`src/rtl/division_core.sv`:
```
// Sequential unsigned radix-2 restoring divider with a start/done handshake.
// One quotient bit is resolved per clock. Divide-by-zero returns all ones and is flagged.
module division_core #(
    parameter int WIDTH = 16
) (
    input  logic             clk,
    input  logic             rst,
    input  logic             start,
    input  logic [WIDTH-1:0] A,
    input  logic [WIDTH-1:0] B,
    output logic [WIDTH-1:0] Res,
    output logic [WIDTH-1:0] Rem,
    output logic             busy,
    output logic             done,
    output logic             div_by_zero
);

    localparam int CW = $clog2(WIDTH + 1);

    typedef enum logic [1:0] {
        IDLE,
        RUN,
        DONE
    } state_t;

    state_t           state_reg, state_next;
    logic [CW-1:0]    count_reg;
    logic [WIDTH-1:0] dq_reg;        // dividend shifts out of the MSB, quotient shifts into the LSB
    logic [WIDTH-1:0] divisor_reg;
    logic [WIDTH-1:0] prem_reg;
    logic [WIDTH-1:0] res_reg;
    logic [WIDTH-1:0] rem_reg;
    logic             dbz_pend_reg;
    logic             dbz_reg;
    logic             done_reg;
    logic             busy_reg;

    logic [WIDTH:0]   shifted;
    logic             ge;
    logic [WIDTH-1:0] prem_next;

    // The compare is WIDTH+1 bits wide so divisors with the MSB set are handled.
    // When it succeeds the difference is below the divisor, so WIDTH bits hold it.
    always_comb begin
        shifted   = {prem_reg, dq_reg[WIDTH-1]};
        ge        = (shifted >= {1'b0, divisor_reg});
        prem_next = shifted[WIDTH-1:0] - (ge ? divisor_reg : '0);
    end

    always_comb begin
        state_next = state_reg;
        case (state_reg)
            IDLE: begin
                if (start) begin
                    state_next = (B == '0) ? DONE : RUN;
                end
            end
            RUN: begin
                if (count_reg == CW'(1)) begin
                    state_next = DONE;
                end
            end
            DONE:    state_next = IDLE;
            default: state_next = IDLE;
        endcase
    end

    always_ff @(posedge clk) begin
        if (rst) begin
            state_reg    <= IDLE;
            count_reg    <= '0;
            dq_reg       <= '0;
            divisor_reg  <= '0;
            prem_reg     <= '0;
            res_reg      <= '0;
            rem_reg      <= '0;
            dbz_pend_reg <= 1'b0;
            dbz_reg      <= 1'b0;
            done_reg     <= 1'b0;
            busy_reg     <= 1'b0;
        end else begin
            state_reg <= state_next;
            busy_reg  <= (state_next == RUN);
            done_reg  <= (state_reg == DONE);
            case (state_reg)
                IDLE: begin
                    if (start) begin
                        divisor_reg <= B;
                        count_reg   <= CW'(WIDTH);
                        if (B == '0) begin
                            // Preload the degenerate result so DONE publishes it uniformly
                            dq_reg       <= '1;
                            prem_reg     <= A;
                            dbz_pend_reg <= 1'b1;
                        end else begin
                            dq_reg       <= A;
                            prem_reg     <= '0;
                            dbz_pend_reg <= 1'b0;
                        end
                    end
                end
                RUN: begin
                    dq_reg    <= {dq_reg[WIDTH-2:0], ge};
                    prem_reg  <= prem_next;
                    count_reg <= count_reg - CW'(1);
                end
                DONE: begin
                    res_reg <= dq_reg;
                    rem_reg <= prem_reg;
                    dbz_reg <= dbz_pend_reg;
                end
                default: ;
            endcase
        end
    end

    assign Res         = res_reg;
    assign Rem         = rem_reg;
    assign busy        = busy_reg;
    assign done        = done_reg;
    assign div_by_zero = dbz_reg;

endmodule

```
`config.mk`:
```
export PLATFORM = sky130hd
export DESIGN_NAME = division_core
export DESIGN_NICKNAME = d
export VERILOG_FILES = /design/src/rtl/division_core.sv
export SDC_FILE = /design/constraint.sdc
export NUM_CORES = 1
export LEC_CHECK = 0
export BUFFER_PORTS_ARGS = -buffer_cell sky130_fd_sc_hd__buf_2
export CAP_MARGIN = 20
export CORE_ASPECT_RATIO = 0.7
export CORE_MARGIN = 1.5
export CORE_UTILIZATION = 58
export CTS_CLUSTER_SIZE = 24
export DETAILED_ROUTE_END_ITERATION = 8
export PLACE_DENSITY_LB_ADDON = 0.25
export RECOVER_POWER = 25
export SYNTH_ARGS = -nofsm -noshare
export SYNTH_HDL_FRONTEND = slang
export SYNTH_SLANG_ARGS = --single-unit
```
`constraint.sdc`:
```
create_clock -name clk -period 5.3 [get_ports clk]
set_input_delay 0.265 -clock clk [delete_from_list [all_inputs] [get_ports clk]]
set_output_delay 0.265 -clock clk [all_outputs]
set_load 0.005 [all_outputs]
```
==> results of run 1 <==
layout make-up:
class,instances,area share (%)
Multi-Input combinational cell,481,50.9
Sequential cell,91,33.0
Timing Repair Buffer,74,6.80
Clock buffer,9,4.08
Tap cell,101,2.29
Inverter,25,1.70
Clock inverter,7,1.22
metal layers:
metal  part of all wire (%)  global-route usage (%)  up-vias
met2                     43                    48.4      244
met3                     11                    9.95       21
met1                     44                    43.9     2255
li1                       -                       -     2309
met5                      0                       0        -
met4                    1.6                    9.00        0
through the flow:
step | hold slack (ns) | area (µm²) | power (mW) | utilization (%) | std cells
2_1_floorplan | 0.401 | 4900 | 1.24 | - | 641
6_report | 0.163 | 5520 | 2.03 | 68.7 | 788
3_5_place_dp | 0.443 | 5250 | 1.38 | 65.2 | 772
4_1_cts | 0.158 | 5540 | 2.02 | 68.9 | 788
3_3_place_gp | 0.440 | 5230 | 1.36 | 65.0 | 771
5_1_grt | 0.173 | 5520 | 2.13 | 68.7 | 788
critical path, stage by stage (launching register included):
cell and delay [ns]:
sky130_fd_sc_hd__dfxtp_1 0.35, sky130_fd_sc_hd__inv_1 0.06, sky130_fd_sc_hd__ha_1 0.33, sky130_fd_sc_hd__nand4_1 0.17
sky130_fd_sc_hd__or4_1 0.58, sky130_fd_sc_hd__o32ai_2 0.28, sky130_fd_sc_hd__or3_1 0.51, sky130_fd_sc_hd__and2_1 0.21
sky130_fd_sc_hd__ha_1 0.16, sky130_fd_sc_hd__inv_1 0.06, sky130_fd_sc_hd__fa_1 0.39, sky130_fd_sc_hd__a21o_1 0.18
sky130_fd_sc_hd__a21o_1 0.22, sky130_fd_sc_hd__a211o_1 0.35, sky130_fd_sc_hd__a21o_1 0.23, sky130_fd_sc_hd__a31o_2 0.26
sky130_fd_sc_hd__o211a_1 0.10
placed cells by master, fill, tap and decap left out, types with 3 or more instances in the layout:
master                      synthesis  routed
sky130_fd_sc_hd__buf_4              2       4
sky130_fd_sc_hd__nand2b_1           6       6
sky130_fd_sc_hd__nand3_1           10      10
sky130_fd_sc_hd__inv_1             25      25
sky130_fd_sc_hd__nor3_1             8       8
sky130_fd_sc_hd__and3_1             3       3
sky130_fd_sc_hd__nand4_1            3       3
sky130_fd_sc_hd__a21o_1            10      10
sky130_fd_sc_hd__nand2_1          143     143
sky130_fd_sc_hd__clkbuf_1          37      12
sky130_fd_sc_hd__and2_1             4       4
sky130_fd_sc_hd__o21a_1             3       3
sky130_fd_sc_hd__or3_1              4       4
sky130_fd_sc_hd__a221oi_1           5       5
sky130_fd_sc_hd__clkbuf_16          0       9
sky130_fd_sc_hd__buf_2              2      57
sky130_fd_sc_hd__nand3b_1          15      15
sky130_fd_sc_hd__nor2b_1            6       5
sky130_fd_sc_hd__nor4_1             7       7
sky130_fd_sc_hd__o21ai_0            5       5
sky130_fd_sc_hd__mux2i_1            4       4
sky130_fd_sc_hd__a21oi_1          110     110
sky130_fd_sc_hd__or2_2              4       4
sky130_fd_sc_hd__nor2_1            39      39
sky130_fd_sc_hd__dfxtp_1           91      91
sky130_fd_sc_hd__a211oi_1           9       9
sky130_fd_sc_hd__clkinv_2           0       4
sky130_fd_sc_hd__ha_1              33      33
sky130_fd_sc_hd__a31oi_1            3       3
sky130_fd_sc_hd__xor2_1             6       6
logic make-up (layout without fill, tap and decap cells):
family | after synthesis | after routing
AND/OR/NAND/NOR | 258 | 258
AO/OA/AOI/OAI | 178 | 178
flip-flops | 91 | 91
buffers and inverters | 69 | 115
adder cells (fa/ha/maj) | 34 | 34
XOR/XNOR | 7 | 7
multiplexers | 4 | 4
power by group through the flow:
stage / Combinational [mW] / Clock [mW] / Sequential (mW)
after floorplan: 0.471 / 0 / 0.770
after global placement: 0.570 / 0 / 0.792
after detailed placement: 0.585 / 0 / 0.794
after CTS: 0.591 / 0.646 / 0.779
after global routing: 0.666 / 0.676 / 0.787
final: 0.604 / 0.642 / 0.782
final timing paths:
| path | endpoint | slack, ns | cells after the start |
|---|---|---|---|
| min reg2reg | Rem[12] | 0.45 | 2 |
| max | prem_reg[12] | 0.75 | 16 |
| max reg2reg | prem_reg[12] | 0.75 | 16 |
| min | divisor_reg[11] | 0.16 | 3 |
==> metrics.md, run 1 <==
| Metric | Value |
|---|---|
| Routed via count divided by cell count | 6.13 |
| Clk_lat worst skew | 0.35 ns |
| Total power density per cell area | 367 nW/µm² |
| Net count of the finished layout | 751 |
| Peak ir drop on the vdd network | 0.000265 V |
| Kind of end point of the critical path | flip-flop |
| Post-synth EDFFs | 0 |
| Post-CTS setup buffer count | 0 |
| Synth Area in Compound Gates | 22.7% |
| Signed area change from the synthesized netlist to the final layout | 12.7% |
| Warnings, synthesis | 0 |
| Share of the clock period used by the worst path | 85.8% |
| Number of design rule violations left after detail routing | 0 |
| Starting density of the core | 61.0% |
| Status | finished clean |
| Pin count of the biggest net entering global routing | 55 |
| Global-route total usage across every layer | 31.9% |
| Power share of the clock group | 31.7% |
| CTS sink cnt | 91 |
| Core footprint | 8040 µm² |
| Number of distinct library cells after synthesis | 59 |
| Average routed wire per standard cell | 17.9 µm |
| Net Switching | 0.694 mW |
| Fraction of registers with async set or reset after synthesis | 0% |
| Xor and xnor fraction of the mapped netlist area | 1.25% |
| Max clock buf depth | 2 |
| Register bit total from synthesis | 91 |
| Number of global-route vias before repair | 4,245 |
| Area enclosed by the die boundary | 9020 µm² |
| Initial DRC Count | 539 |
| Hold buffer count at CTS | 0 |
| Final ANT Viol Nets | 0 |
| Setup Viol. Count Final | 0 |
| Global-route wire length before repair | 22,000 µm |
| Fill cells | 688 |
| Post-cts gate resize count | 0 |
| Detailed-route via count | 4,829 |
| Top cell type's share of synthesized area | 37.2% |
| Combined flip-flop and latch cell area | 1820 µm² |
| Synth Cell Area | 4900 µm² |
| Share of synthesized area occupied by flip-flops and latches | 37.2% |
| Leakage power of the design | 2.24 nW |
| Biggest fanout along the worst timing path | 16 |
| Area taken by multi-input logic gates | 2810 µm² |
| Top cells by area in the synthesized netlist | sky130_fd_sc_hd__dfxtp_1, sky130_fd_sc_hd__a21oi_1, sky130_fd_sc_hd__nand2_1, sky130_fd_sc_hd__ha_1, sky130_fd_sc_hd__nor2_1 |
| Mux contribution to synthesized area | 0.817% |
| Main combinational cell family by area after synthesis | simple AND/OR/NAND/NOR gates |
| Worst Max-Slew Pin Slew | 0.985 ns |
| Setup repair after global routing missed its margin | false |
| Tightest Hold Check Type | input port to flip-flop |
| Startpoint of the worst-slack reg-to-reg timing path | divisor_reg[13] |
| Share of final-layout standard cells stronger than drive strength 1 | 13.2% |
| Synthesized netlist net count | 710 |
| PnR worst setup slack | 0.754 ns |
| Maximum frequency from static timing analysis | 220 MHz |
| Most used standard cells in the synthesized netlist | sky130_fd_sc_hd__nand2_1, sky130_fd_sc_hd__a21oi_1, sky130_fd_sc_hd__dfxtp_1, sky130_fd_sc_hd__nor2_1, sky130_fd_sc_hd__clkbuf_1 |
| Sum Neg Setup Slack | 0 ns |
| Setup crit start | divisor_reg[13] |
| Max-capacitance violation count | 0 |
| Post-Place Worst Slack | 0.824 ns |
| Deepest level of the CTS H-tree | 3 |
| Mapped Avg Cell Area | 7.65 µm² |
| Switching power as a share of total power | 34.2% |
| Fraction of the mapped netlist area in adder cells | 8.83% |
| Number of buffers inserted by port buffering | 69 |
| Horizontal die dimension | 113 µm |
| Count of final hold-check violations | 0 |
| Sequential power share | 38.6% |
| Combinational share of power | 29.8% |
| Element type at the critical path start | flip-flop |
| Crit path required time | 5.54 ns |
| Die height | 79.9 µm |
| Fin. max-slew vios | 0 |
| Maximum clock skew at final layout | 0.00689 ns |
| Number of antenna repair diodes | 0 |
| Sum of net half-perimeters after detailed placement | 10,300 µm |
| Clock tree from TritonCTS | yes |
| Number of detailed-route iterations in the first pass | 6 |
| Clock root buffer | sky130_fd_sc_hd__clkbuf_16 |
| Count of boundary I/O pins | 70 |
| Final global-route overflow total | 0 |
| Gate count after technology mapping | 641 |
| Clock-pin slew of the registers on the worst-case setup and hold paths | 0.06 ns |
| Startpoint of the tightest hold check path | B[11] |
| Min Tclk post-route | 4.55 ns |
| Dominant cell type by area after synthesis | sky130_fd_sc_hd__dfxtp_1 |
| Initial antenna violation count | 0 |
| Worst Setup Path Type | flip-flop to flip-flop |
| Total wire length after detailed routing | 14,100 µm |
| Primary FF master, synth | sky130_fd_sc_hd__dfxtp_1 |
| Internal power component | 1.33 mW |
| Worst EP arrival | 4.79 ns |
| Global placer's final weighted congestion | 0.892 |
| Row count | 27 |
| Most common cell in the netlist | sky130_fd_sc_hd__nand2_1 |
| Inserted Clock Buffers | 9 |
| Area fraction in and, or, nand and nor cells after synthesis | 23.7% |
| Worst rel slew slack | 34.3% |
Power figures use the tool's default switching activity.
==> inputs of run 2 (changes only) <==
GPL_ROUTABILITY_DRIVEN = 0   (was default)
GPL_TIMING_DRIVEN = 0   (was default)
==> metrics.md, run 2 (synthesized netlist as in run 1, its figures left out) <==
| Metric | Value |
|---|---|
| Status | finished clean (unchanged) |
| Total power density per cell area | 376 nW/µm² (was 367 nW/µm²) |
| Die height | 79.9 µm (unchanged) |
| Maximum frequency from static timing analysis | 214 MHz (was 220 MHz) |
| Pin count of the biggest net entering global routing | 16 (was 55) |
| Net count of the finished layout | 789 (was 751) |
| Hold buffer count at CTS | 0 (unchanged) |
| Crit path required time | 5.52 ns (was 5.54 ns) |
| Worst Setup Path Type | flip-flop to flip-flop (unchanged) |
| Min Tclk post-route | 4.67 ns (was 4.55 ns) |
| Clock-pin slew of the registers on the worst-case setup and hold paths | 0.07 ns (was 0.06 ns) |
| Inserted Clock Buffers | 9 (unchanged) |
| Number of antenna repair diodes | 0 (unchanged) |
| Total power consumption of the routed design | 2.13 mW (was 2.03 mW) |
| Global-route total usage across every layer | 32.8% (was 31.9%) |
| Final Hold Slack | 0.173 ns (was 0.163 ns) |
| Worst EP arrival | 4.89 ns (was 4.79 ns) |
| Total wire length after detailed routing | 14,600 µm (was 14,100 µm) |
| Chain of cells forming the critical path | inv_1 -> ha_1 -> nand4_1 -> or4_1 -> o32ai_2 -> or3_1 -> buf_4 -> buf_4 -> nand2_1 -> ha_1 -> nor2b_1 -> o2111ai_1 -> a31oi_2 -> a31oi_1 -> xor2_1 -> a2111oi_0 (was inv_1 -> ha_1 -> nand4_1 -> or4_1 -> o32ai_2 -> or3_1 -> and2_1 -> ha_1 -> inv_1 -> fa_1 -> a21o_1 -> a21o_1 -> a211o_1 -> a21o_1 -> a31o_2 -> o211a_1) |
| Starting density of the core | 61.0% (unchanged) |
| Routed via count divided by cell count | 6.20 (was 6.13) |
| Worst rel slew slack | 55.3% (was 34.3%) |
| Area enclosed by the die boundary | 9020 µm² (unchanged) |
| Row count | 27 (unchanged) |
| End of the worst register-to-register path | prem_reg[11] (was prem_reg[12]) |
| Initial DRC Count | 656 (was 539) |
| Total buffers and inverters traversed by the critical path | 3 (was 2) |
| Max stage delay cell, worst path | sky130_fd_sc_hd__or4_1 (unchanged) |
| Max clock buf depth | 2 (unchanged) |
| Setup Viol. Count Final | 0 (unchanged) |
| Detailed-route via count | 5,121 (was 4,829) |
| Clock tree from TritonCTS | yes (unchanged) |
| Number of global-route vias before repair | 4,580 (was 4,245) |
| Startpoint of the tightest hold check path | B[3] (was B[11]) |
| Deepest level of the CTS H-tree | 3 (unchanged) |
| Fill cells | 670 (was 688) |
| Number of detailed-route iterations in the first pass | 5 (was 6) |
| Number of buffers inserted by port buffering | 68 (was 69) |
| CTS sink cnt | 91 (unchanged) |
| Count of final hold-check violations | 0 (unchanged) |
| Horizontal die dimension | 113 µm (unchanged) |
| Startpoint of the worst-slack reg-to-reg timing path | divisor_reg[14] (was divisor_reg[13]) |
| Clk_lat worst skew | 0.34 ns (was 0.35 ns) |
| Longest individual stage delay on the worst path | 0.59 ns (was 0.58 ns) |
| Fin. max-slew vios | 0 (unchanged) |
| Final ANT Viol Nets | 0 (unchanged) |
| Worst reg-to-reg path cell count | 16 (unchanged) |
| Share of final-layout standard cells stronger than drive strength 1 | 12.3% (was 13.2%) |
| Clock root buffer | sky130_fd_sc_hd__clkbuf_16 (unchanged) |
| Post-CTS setup buffer count | 0 (unchanged) |
| Sum of net half-perimeters after detailed placement | 11,300 µm (was 10,300 µm) |
| Most frequent cells in the layout | sky130_fd_sc_hd__nand2_1, sky130_fd_sc_hd__a21oi_1, sky130_fd_sc_hd__dfxtp_1, sky130_fd_sc_hd__buf_2, sky130_fd_sc_hd__clkbuf_1 (was sky130_fd_sc_hd__nand2_1, sky130_fd_sc_hd__a21oi_1, sky130_fd_sc_hd__dfxtp_1, sky130_fd_sc_hd__buf_2, sky130_fd_sc_hd__nor2_1) |
| Sum Neg Setup Slack | 0 ns (unchanged) |
| Depth of the worst hold-timing path | 3 (unchanged) |
| Share of the clock period used by the worst path | 88.2% (was 85.8%) |
| Final global-route overflow total | 0 (unchanged) |
| Max-capacitance violation count | 0 (unchanged) |
| Biggest fanout along the worst timing path | 10 (was 16) |
| Signed area change from the synthesized netlist to the final layout | 16.0% (was 12.7%) |
| Global-route wire length before repair | 22,900 µm (was 22,000 µm) |
| Average routed wire per standard cell | 17.7 µm (was 17.9 µm) |
| Count of boundary I/O pins | 70 (unchanged) |
| Post-Place Worst Slack | 0.841 ns (was 0.824 ns) |
| Setup slack of the worst register-to-register path | 0.63 ns (was 0.75 ns) |
| Core footprint | 8040 µm² (unchanged) |
| Post-cts gate resize count | 0 (unchanged) |
| Hold path endpoint | divisor_reg[3] (was divisor_reg[11]) |
| Crit path max-delay family | compound AO/OA/AOI/OAI gates (unchanged) |
| Initial antenna violation count | 0 (unchanged) |
| Leakage power of the design | 2.29 nW (was 2.24 nW) |
| Maximum clock skew at final layout | 0.00635 ns (was 0.00689 ns) |
| Most frequent standard cell in the layout excluding fill and tap cells | sky130_fd_sc_hd__nand2_1 (unchanged) |
| Worst Max-Slew Pin Slew | 0.670 ns (was 0.985 ns) |
| Peak ir drop on the vdd network | 0.000236 V (was 0.000265 V) |
| Setup repair after global routing missed its margin | false (unchanged) |
| PnR worst setup slack | 0.627 ns (was 0.754 ns) |
| Element type at the critical path start | flip-flop (unchanged) |
| Kind of end point of the critical path | flip-flop (unchanged) |
| Tightest Hold Check Type | input port to flip-flop (unchanged) |
| Number of design rule violations left after detail routing | 0 (unchanged) |
[run 2: cell type report]
type | instances | area (µm²) | share of cell area (%)
multi-input cells | 481 | 2810 | 49.4
flip-flops and latches | 91 | 1820 | 32.1
repair buffers | 68 | 328 | 5.77
clock buffers | 11 | 243 | 4.27
plain buffers | 44 | 175 | 3.08
well taps | 101 | 126 | 2.22
inverters | 25 | 93.8 | 1.65
clock inverters | 5 | 85.1 | 1.50
[run 2: worst max-delay path by stage]
stage	start	end	slack (ns)	cells after the start
final	divisor_reg[14]	prem_reg[11]	0.63	16
after global routing	divisor_reg[15]	prem_reg[11]	0.34	16
after CTS	divisor_reg[15]	prem_reg[11]	0.75	16
after detailed placement	divisor_reg[15]	prem_reg[11]	0.84	16
after global placement	divisor_reg[15]	prem_reg[11]	1.00	16
after floorplan	divisor_reg[13]	prem_reg[12]	1.49	17
[run 2: through the flow]
step / utilization, % / area [µm²] / cells
4_1_cts: 70.8 / 5700 / 826
2_1_floorplan: - / 4900 / 641
3_3_place_gp: 66.8 / 5370 / 810
5_1_grt: 70.7 / 5680 / 826
6_report: 70.7 / 5680 / 826
3_5_place_dp: 66.8 / 5370 / 810
[run 2: worst register-to-register path, stage by stage (launching register included)]
cell and delay (ns):
sky130_fd_sc_hd__dfxtp_1 0.38, sky130_fd_sc_hd__inv_1 0.06, sky130_fd_sc_hd__ha_1 0.29, sky130_fd_sc_hd__nand4_1 0.20, sky130_fd_sc_hd__or4_1 0.59, sky130_fd_sc_hd__o32ai_2 0.36
sky130_fd_sc_hd__or3_1 0.17, sky130_fd_sc_hd__buf_4 0.17, sky130_fd_sc_hd__buf_4 0.19, sky130_fd_sc_hd__nand2_1 0.11, sky130_fd_sc_hd__ha_1 0.28, sky130_fd_sc_hd__nor2b_1 0.15
sky130_fd_sc_hd__o2111ai_1 0.36, sky130_fd_sc_hd__a31oi_2 0.24, sky130_fd_sc_hd__a31oi_1 0.48, sky130_fd_sc_hd__xor2_1 0.14, sky130_fd_sc_hd__a2111oi_0 0.38
[run 2: per-layer routing]
layer  share of wire [%]  wire [µm]  GRT usage, %
met2                  42       6110          50.4
met1                  44       6430          47.2
met4                 2.1        301          8.50
met3                  12       1790          6.83
met5                   0          0             0
[run 2: report_power, final]
part / leakage (nW) / total (mW) / internal, mW / switching (mW)
clock: 0.156 / 0.707 / 0.429 / 0.278
sequential: 0.742 / 0.781 / 0.727 / 0.0538
combinational: 1.39 / 0.647 / 0.258 / 0.389
total: 2.29 / 2.13 / 1.41 / 0.721
==> inputs of run 3 (changes only) <==
CORE_UTILIZATION = 62   (was 58)
clock period = 5.4 ns   (was 5.3 ns; I/O delays follow)
==> metrics.md, run 3 (synthesized netlist as in run 1, its figures left out) <==
| Metric | Value |
|---|---|
| Kind of end point of the critical path | flip-flop (unchanged) |
| Clock tree from TritonCTS | yes (unchanged) |
| Row count | 26 (was 27) |
| Number of instances in the placed design | 807 (was 810) |
| Net count of the finished layout | 789 (unchanged) |
| Peak ir drop on the vdd network | 0.000318 V (was 0.000236 V) |
| Fill cells | 573 (was 670) |
| Count of final hold-check violations | 0 (unchanged) |
| Total power density per cell area | 371 nW/µm² (was 376 nW/µm²) |
| Average routed wire per standard cell | 18.1 µm (was 17.7 µm) |
| Tightest Hold Check Type | input port to flip-flop (unchanged) |
| Routed via count divided by cell count | 6.30 (was 6.20) |
| Biggest fanout along the worst timing path | 10 (unchanged) |
| Number of antenna repair diodes | 0 (unchanged) |
| Sum of net half-perimeters after detailed placement | 11,200 µm (was 11,300 µm) |
| Signed area change from the synthesized netlist to the final layout | 15.8% (was 16.0%) |
| Hold buffer count at CTS | 0 (unchanged) |
| Util after Layout | 75.8% (was 70.7%) |
| Clock root buffer | sky130_fd_sc_hd__clkbuf_16 (unchanged) |
| Post-CTS setup buffer count | 0 (unchanged) |
| Horizontal die dimension | 109 µm (was 113 µm) |
| Maximum clock skew at final layout | 0.00668 ns (was 0.00635 ns) |
| Count of boundary I/O pins | 70 (unchanged) |
| CTS sink cnt | 91 (unchanged) |
| Global-route total usage across every layer | 36.6% (was 32.8%) |
| Setup repair after global routing missed its margin | false (unchanged) |
| Clk_lat worst skew | 0.35 ns (was 0.34 ns) |
| Sum Neg Setup Slack | 0 ns (unchanged) |
| Most frequent cells in the layout | sky130_fd_sc_hd__nand2_1, sky130_fd_sc_hd__a21oi_1, sky130_fd_sc_hd__dfxtp_1, sky130_fd_sc_hd__buf_2, sky130_fd_sc_hd__clkbuf_1 (unchanged) |
| Clock-pin slew of the registers on the worst-case setup and hold paths | 0.07 ns (about the same) |
| Final global-route overflow total | 0 (unchanged) |
| Max-capacitance violation count | 0 (unchanged) |
| Most frequent standard cell in the layout excluding fill and tap cells | sky130_fd_sc_hd__nand2_1 (unchanged) |
| Initial DRC Count | 585 (was 656) |
| Number of detailed-route iterations in the first pass | 6 (was 5) |
| Longest individual stage delay on the worst path | 0.53 ns (was 0.59 ns) |
| Element type at the critical path start | flip-flop (unchanged) |
| Deepest level of the CTS H-tree | 3 (unchanged) |
| Chain of cells forming the critical path | inv_1 -> ha_1 -> nand3_1 -> or4_1 -> o32ai_2 -> or3_1 -> buf_4 -> buf_4 -> nand2_1 -> ha_1 -> nor2b_1 -> o2111ai_1 -> a31oi_2 -> a31oi_1 -> xor2_1 -> a2111oi_0 (was inv_1 -> ha_1 -> nand4_1 -> or4_1 -> o32ai_2 -> or3_1 -> buf_4 -> buf_4 -> nand2_1 -> ha_1 -> nor2b_1 -> o2111ai_1 -> a31oi_2 -> a31oi_1 -> xor2_1 -> a2111oi_0) |
| Inserted Clock Buffers | 9 (unchanged) |
| Worst rel slew slack | 56.2% (was 55.3%) |
| Max stage delay cell, worst path | sky130_fd_sc_hd__or4_1 (unchanged) |
| Share of the clock period used by the worst path | 85.7% (was 88.2%) |
| Max clock buf depth | 2 (unchanged) |
| Final design area excluding fillers | 5670 µm² (was 5680 µm²) |
| Starting density of the core | 65.5% (was 61.0%) |
| Worst EP arrival | 4.86 ns (was 4.89 ns) |
| PnR worst setup slack | 0.770 ns (was 0.627 ns) |
| Post-place instance area | 5360 µm² (was 5370 µm²) |
| Total wire length after detailed routing | 14,900 µm (was 14,600 µm) |
| Die height | 77.4 µm (was 79.9 µm) |
| Post-cts gate resize count | 0 (unchanged) |
| Global-route wire length before repair | 23,400 µm (was 22,900 µm) |
| Worst Max-Slew Pin Slew | 0.657 ns (was 0.670 ns) |
| Area enclosed by the die boundary | 8460 µm² (was 9020 µm²) |
| Count of non-filler cells in the finished layout | 823 (was 826) |
| Status | finished clean (unchanged) |
| Fin. max-slew vios | 0 (unchanged) |
| Share of final-layout standard cells stronger than drive strength 1 | 11.6% (was 12.3%) |
| Post-Place Worst Slack | 0.936 ns (was 0.841 ns) |
| Number of buffers inserted by port buffering | 68 (unchanged) |
| Crit path required time | 5.63 ns (was 5.52 ns) |
| Leakage power of the design | 2.27 nW (was 2.29 nW) |
| Pin count of the biggest net entering global routing | 15 (was 16) |
| Number of design rule violations left after detail routing | 0 (unchanged) |
| Core footprint | 7480 µm² (was 8040 µm²) |
| Min Tclk post-route | 4.63 ns (was 4.67 ns) |
| Detailed-route via count | 5,186 (was 5,121) |
| Setup Viol. Count Final | 0 (unchanged) |
| Initial antenna violation count | 0 (unchanged) |
| Maximum frequency from static timing analysis | 216 MHz (was 214 MHz) |
| Worst Setup Path Type | flip-flop to flip-flop (unchanged) |
| Number of global-route vias before repair | 4,768 (was 4,580) |
| Final ANT Viol Nets | 0 (unchanged) |
## run 3: changes by cell type in the layout (fill, tap and decap cells not counted)
| cell | change |
|---|---|
| sky130_fd_sc_hd__clkbuf_1 | +5 |
| sky130_fd_sc_hd__buf_2 | -5 |
| sky130_fd_sc_hd__inv_6 | -1 |
| sky130_fd_sc_hd__clkinv_2 | +1 |
| sky130_fd_sc_hd__clkbuf_8 | +1 |
| sky130_fd_sc_hd__clkinv_4 | -1 |
## run 3: critical path, delay by kind of cell (launching register included)
kind | cells | cell delay, ns
AOI/OAI and AO/OA | 5 | 1.78
xor gates and xnor gates | 1 | 0.11
adders and majority gates | 2 | 0.62
buffers and inverters | 3 | 0.45
DFF | 1 | 0.48
and+or+nand+nor | 5 | 1.05
## run 3: final timing paths
kind | startpoint | endpoint | slack [ns] | cells past startpoint
worst min-delay path | B[14] | divisor_reg[14] | 0.16 | 3
worst max-delay path | divisor_reg[15] | prem_reg[11] | 0.77 | 16
worst min register to register | Res[11] | Res[11] | 0.45 | 2
worst max register to register | divisor_reg[15] | prem_reg[11] | 0.77 | 16
## run 3: final cells by class
cell class | instances | area, µm² | area share (%)
Clock inverter | 4 | 72.6 | 1.28
Timing Repair Buffer | 68 | 322 | 5.67
Buffer | 44 | 175 | 3.09
Tap cell | 98 | 123 | 2.16
Inverter | 25 | 93.8 | 1.65
Clock buffer | 12 | 256 | 4.52
Multi-Input combinational cell | 481 | 2810 | 49.5
Sequential cell | 91 | 1820 | 32.1
## run 3: through the flow
| step | total power, mW | hold slack [ns] |
|---|---|---|
| after floorplan | 1.22 | 0.406 |
| after global placement | 1.36 | 0.441 |
| after detailed placement | 1.39 | 0.443 |
| after CTS | 2.07 | 0.165 |
| after global routing | 2.19 | 0.167 |
| final | 2.10 | 0.165 |
## run 3: per-layer routing
layer,wire [µm],GRT usage [%]
met1,6190,49.1
met2,6230,53.7
met3,2020,13.9
met4,418,12.6
met5,0,0
## run 3: power breakdown
group          switching (mW)  internal, mW
Clock                   0.264         0.430
Combinational           0.389         0.254
Sequential             0.0527         0.714
